[src/rtl/cart_audio_pkg.sv]
// Shared types, widths and helpers for the FM-PAC cartridge audio conditioning path.
package cart_audio_pkg;

  typedef enum logic [1:0] {
    S_ACC,
    S_CTR,
    S_DCB,
    S_OUT
  } fsm_t;

  localparam int ACC_W  = 21;
  localparam int FILT_W = 20;

  function automatic logic signed [15:0] sat16(input logic signed [23:0] v);
    if (v > 24'sd32767) begin
      return 16'sd32767;
    end else if (v < -24'sd32768) begin
      return -16'sd32768;
    end else begin
      return v[15:0];
    end
  endfunction

endpackage

[src/rtl/cart_dc_blocker.sv]
// First-order DC blocker: y <= x - x_prev + y - (y >>> DC_SHIFT), advanced once per enable.
module cart_dc_blocker
  import cart_audio_pkg::*;
#(
  parameter int DC_SHIFT = 8
) (
  input  logic                     clk,
  input  logic                     reset,
  input  logic                     en,
  input  logic signed [FILT_W-1:0] x_in,
  output logic signed [FILT_W-1:0] y_out
);

  logic signed [FILT_W-1:0] x_prev;
  logic signed [FILT_W-1:0] y_q;

  // y_q wraps at FILT_W bits; the output stage clamps downstream.
  always_ff @(posedge clk) begin
    if (reset) begin
      x_prev <= '0;
      y_q    <= '0;
    end else if (en) begin
      y_q    <= x_in - x_prev + y_q - (y_q >>> DC_SHIFT);
      x_prev <= x_in;
    end
  end

  assign y_out = y_q;

endmodule

[src/rtl/cart_fm_sound_conditioner.sv]
// Decimates the multiplexed OPLL mix over one 72-slot frame, recentres, DC-blocks,
// then applies volume, mute and 16-bit saturation with a one-cycle valid strobe.
module cart_fm_sound_conditioner
  import cart_audio_pkg::*;
#(
  parameter int IN_W      = 14,
  parameter int OUT_W     = 16,
  parameter int DECIM     = 72,
  parameter int SUM_SHIFT = 6,
  parameter int DC_SHIFT  = 8
) (
  input  logic                    clk,
  input  logic                    reset,
  input  logic                    clk_en,
  input  logic [IN_W-1:0]         sound_in,
  input  logic [3:0]              volume,
  input  logic                    mute,
  output logic signed [OUT_W-1:0] sample_out,
  output logic                    sample_valid
);

  localparam int CNT_W  = $clog2(DECIM);
  localparam int OFFSET = (DECIM * (1 << (IN_W - 1))) >> SUM_SHIFT;

  logic [ACC_W-1:0]         acc;
  logic [ACC_W-1:0]         sum_q;
  logic [ACC_W-1:0]         acc_next;
  logic [CNT_W-1:0]         cnt;
  logic                     win_end;
  logic signed [FILT_W-1:0] x_q;
  logic signed [FILT_W-1:0] y_q;
  logic signed [23:0]       prod;
  logic signed [23:0]       p;

  fsm_t state, state_nxt;
  logic ld_x, dcb_en, ld_out;

  assign acc_next = acc + ACC_W'(sound_in);
  assign win_end  = clk_en && (cnt == CNT_W'(DECIM - 1));

  // Accumulation free-runs; the FSM only post-processes the latched window sum.
  always_ff @(posedge clk) begin
    if (reset) begin
      acc   <= '0;
      cnt   <= '0;
      sum_q <= '0;
    end else if (win_end) begin
      sum_q <= acc_next;
      acc   <= '0;
      cnt   <= '0;
    end else if (clk_en) begin
      acc   <= acc_next;
      cnt   <= cnt + 1'b1;
    end
  end

  always_ff @(posedge clk) begin
    if (reset) begin
      state <= S_ACC;
    end else begin
      state <= state_nxt;
    end
  end

  always_comb begin
    state_nxt = state;
    ld_x      = 1'b0;
    dcb_en    = 1'b0;
    ld_out    = 1'b0;
    case (state)
      S_ACC: if (win_end) state_nxt = S_CTR;
      S_CTR: begin
        ld_x      = 1'b1;
        state_nxt = S_DCB;
      end
      S_DCB: begin
        dcb_en    = 1'b1;
        state_nxt = S_OUT;
      end
      S_OUT: begin
        ld_out    = 1'b1;
        state_nxt = S_ACC;
      end
      default: state_nxt = S_ACC;
    endcase
  end

  always_ff @(posedge clk) begin
    if (reset) begin
      x_q <= '0;
    end else if (ld_x) begin
      x_q <= FILT_W'(sum_q >> SUM_SHIFT) - FILT_W'(OFFSET);
    end
  end

  cart_dc_blocker #(
    .DC_SHIFT(DC_SHIFT)
  ) u_dc_blocker (
    .clk  (clk),
    .reset(reset),
    .en   (dcb_en),
    .x_in (x_q),
    .y_out(y_q)
  );

  assign prod = {{(24 - FILT_W){y_q[FILT_W-1]}}, y_q} * $signed({20'd0, volume});
  assign p    = prod >>> 2;

  always_ff @(posedge clk) begin
    if (reset) begin
      sample_out   <= '0;
      sample_valid <= 1'b0;
    end else begin
      sample_valid <= ld_out;
      if (ld_out) begin
        sample_out <= mute ? '0 : OUT_W'(sat16(p));
      end
    end
  end

  window_overlap : assert property (@(posedge clk) disable iff (reset)
    !(win_end && state != S_ACC));

endmodule
[config.mk]
export PLATFORM = sky130hd
export DESIGN_NAME = cart_fm_sound_conditioner
export DESIGN_NICKNAME = d
export VERILOG_FILES = /design/src/rtl/cart_audio_pkg.sv /design/src/rtl/cart_dc_blocker.sv /design/src/rtl/cart_fm_sound_conditioner.sv
export SDC_FILE = /design/constraint.sdc
export NUM_CORES = 1
export LEC_CHECK = 0
export CAP_MARGIN = 20
export CORE_ASPECT_RATIO = 1.4
export CORE_MARGIN = 1
export CORE_UTILIZATION = 25
export CTS_CLUSTER_SIZE = 30
export DETAILED_ROUTE_END_ITERATION = 6
export SLEW_MARGIN = 20
export SYNTH_ARGS = -nofsm -noshare
export SYNTH_HDL_FRONTEND = slang
export SYNTH_HIERARCHICAL = 1
export SYNTH_SLANG_ARGS = --single-unit
[constraint.sdc]
create_clock -name clk -period 9.8 [get_ports clk]
set_clock_uncertainty 0.05 [all_clocks]
set_input_delay 1.96 -clock clk [delete_from_list [all_inputs] [get_ports clk]]
set_output_delay 1.96 -clock clk [all_outputs]
set_load 0.02 [all_outputs]
==> flow_summary_export.csv <==
group,metric,value,unit
status,status,"finished clean",
cts,cts.path.max_buffers,2,
sta,fin_crit_sh,65.5,%
finish,syn_to_final_growth,15.0,%
routing,dr.pass1.iters,7,
die,core-area,38600,um^2
yosys,ys.flop_type,"dfxtp_1",
placed_design,dp_hpwl,15600,um
min_path,hp-class,"flip-flop to flip-flop",
sta,max_slew_margin,35.8,%
routing,via_count,7548,
sta,fin_crit,6.42,ns
critical_path,crit_path_end_kind,"flip-flop",
routing,drc,0,
global_routing,grt_max_degree,62,
yosys,synth.top_cells.by_count,"inv_1 (172), dfxtp_1 (118), nor2_1 (97)",
sta,setup-tns-final,0,ns
sta,tightest_slew,0.964,ns
yosys,postSynthAreaPerCell,8.53,um^2
yosys,yosysMostFrequentCell,"inv_1",
critical_path,worstPathArrival,6.68,ns
critical_path,cpPeakStageDelay,0.73,ns
placed_design,portBuffers,38,
cts,cts_made_buffers,17,
critical_path,critical-path-top-delay-family,"adder cells",
routing,wire_per_inst,12.1,um
pwr,power_density,110,nW/um^2
cts,insertion_delay,0.43,ns
routing,totalWireLength,20500,um
cts,cts.sinks,118,
finish,fin_cells,1699,
placed_design,placed_cell_area,10700,um^2
cts,tritoncts,"done",
yosys,synth.distinct_cells,71,
cts,cts_resized,0,
routing,ant_nets,0,
yosys,netlist_instances,1151,
die,dieArea,40100,um^2
job,maxCapViolations,0,
pwr,ir_drop,0.0769,mV
finish,layout-drive-gt1-share,5.44,%
critical_path,path_class,"input port to flip-flop",
critical_path,worst_path_max_delay_cell,"clkdlybuf4s50_1",
yosys,synth_edf_count,0,
finish,nets,1330,
global_routing,grtUsageTotal,10.8,%
die,die_x,170,um
pwr,p_leak,4.80,nW
cts,holdBufCountCts,0,
die,start_util,25.4,%
cts,post_cts_buffers,0,
critical_path,cp.buffers_inverters,3,
cts,htree_levels,4,
critical_path,worstPathMaxFanout,20,
yosys,synth_top_cell_by_area,"dfxtp_1",
global_routing,grt_pass1_wl,35500,um
routing,routed_via_density,4.44,
yosys,yosysTopAreaCellShare,24.1,%
global_routing,grt_pass1_vias,7583,
sta,hold_violations,0,
critical_path,cp-start-kind,"input port",
routing,drt_iter0_drc,407,
placed_design,dp_cells,1667,
pwr,power,1.25,mW
yosys,ys_seq_area_share,24.1,%
yosys,ys_async_sr_fraction,0,%
cts,cts-root-buf,"clkbuf_16",
yosys,ys_ff_latch,118,
yosys,yosysWarnings,6,
critical_path,worstPathCellList,"clkdlybuf4s50_1 > and2_1 > fa_1 > inv_1 > fa_1 > inv_1 > ha_1 > o21ai_0 > o21ai_0 > nand2_1 > o211ai_2 > mux2i_1 > nand3b_1 > o41a_1 > and2_4 > a221o_2",
sta,rsz0062_at_grt,"no",
critical_path,cp_data_required_time,10.06,ns
finish,fin_area,11300,um^2
die,num_io_pins,39,
sta,setup_violations,0,
yosys,ys_top_cells_by_area,"dfxtp_1 (24%), fa_1 (16%), ha_1 (8.2%)",
die,rows,85,
yosys,syn_nets,1317,
die,die_h,237,um
finish,diodes,0,
placed_design,gp_congestion,0.883,
global_routing,antenna_found_initial,0,
cts,path_clk_slew,0.05,ns
sta,max_freq,156,MHz
sta,maxSlewViolCount,0,
global_routing,overflow,0,
yosys,syn-cell-area,9820,um^2
cell families after synthesis:
logic type,synth area share [%]
DFF,24.1
adders and majority gates,24.5
muxes,5.40
buffers and inverters,8.64
and+or+nand+nor,16.7
AOI/OAI and AO/OA,14.9
xor gates and xnor gates,5.80
final timing paths:
kind / from / to / slack, ns / cells after the start
setup / recovery: volume[3] / sample_out[0] / 3.38 / 16
setup reg to reg: u_dc_blocker/y_out[10] / sample_out[0] / 5.38 / 15
hold / removal: sum_q[6] / sum_q[6] / 0.41 / 2
hold reg to reg: sum_q[6] / sum_q[6] / 0.41 / 2
state kept, by name, summed over array words and instances (netlist names):
name,cells
acc,21
cnt,7
sample_out,16
sample_valid,1
state,2
sum_q,15
u_dc_blocker/x_prev,20
u_dc_blocker/y_out,20
x_q,16
cell type report:
cell class / count / area (um^2)
timing repair buffer: 42 / 405
inverter: 172 / 646
clock inverter: 12 / 141
sequential: 118 / 2360
tap: 522 / 653
fill: 4050 / 27300
multi-input combinational: 813 / 6620
clock buffer: 20 / 467
layer usage:
metal | routed length, um | part of all wire, % | GRT usage (%) | vias to the layer above
met2 | 10200 | 50 | 19.5 | 148
li1 | - | - | - | 3839
met1 | 9080 | 44 | 12.5 | 3526
met5 | 0 | 0 | 0 | -
met4 | 434 | 2.1 | 3.90 | 0
met3 | 740 | 3.6 | 2.26 | 35
tightest hold or removal path, cell delays in order, from the launching register on:
cell and delay (ns):
dfxtp_1 0.31, nand2_1 0.05, a21oi_1 0.05
placed cells by master (no fill, tap or decap), drive strengths merged, types with 7 or more instances in the layout:
cell type / count
a221o: 13
clkbuf: 20
nor3: 12
xor2: 28
nand2: 83
and2: 64
nor3b: 7
mux2i: 53
nand3: 22
ha: 64
inv: 175
nor2: 97
clkdlybuf4s50: 37
o21bai: 10
o21ai: 42
a21o: 15
dfxtp: 118
nand4: 10
o211ai: 8
a21oi: 72
a211oi: 17
xnor2: 37
fa: 80
where the power goes:
part / total (mW) / internal (mW) / switching, mW / leakage (nW)
registers: 0.495 / 0.489 / 0.00579 / 0.953
logic: 0.109 / 0.0459 / 0.0630 / 3.55
clock network: 0.641 / 0.398 / 0.243 / 0.294
total: 1.25 / 0.933 / 0.312 / 4.80
metrics by stage:
step / setup slack [ns] / hold WS (ns) / util (%)
after global routing: 3.01 / 0.438 / 29.3
after CTS: 3.40 / 0.409 / 29.3
final: 3.38 / 0.406 / 29.3
after floorplan: 3.90 / 0.382 / -
after detailed placement: 2.96 / 0.400 / 27.7
after global placement: 3.04 / 0.394 / 27.7
No activity file was read; power rests on OpenSTA's default activity.
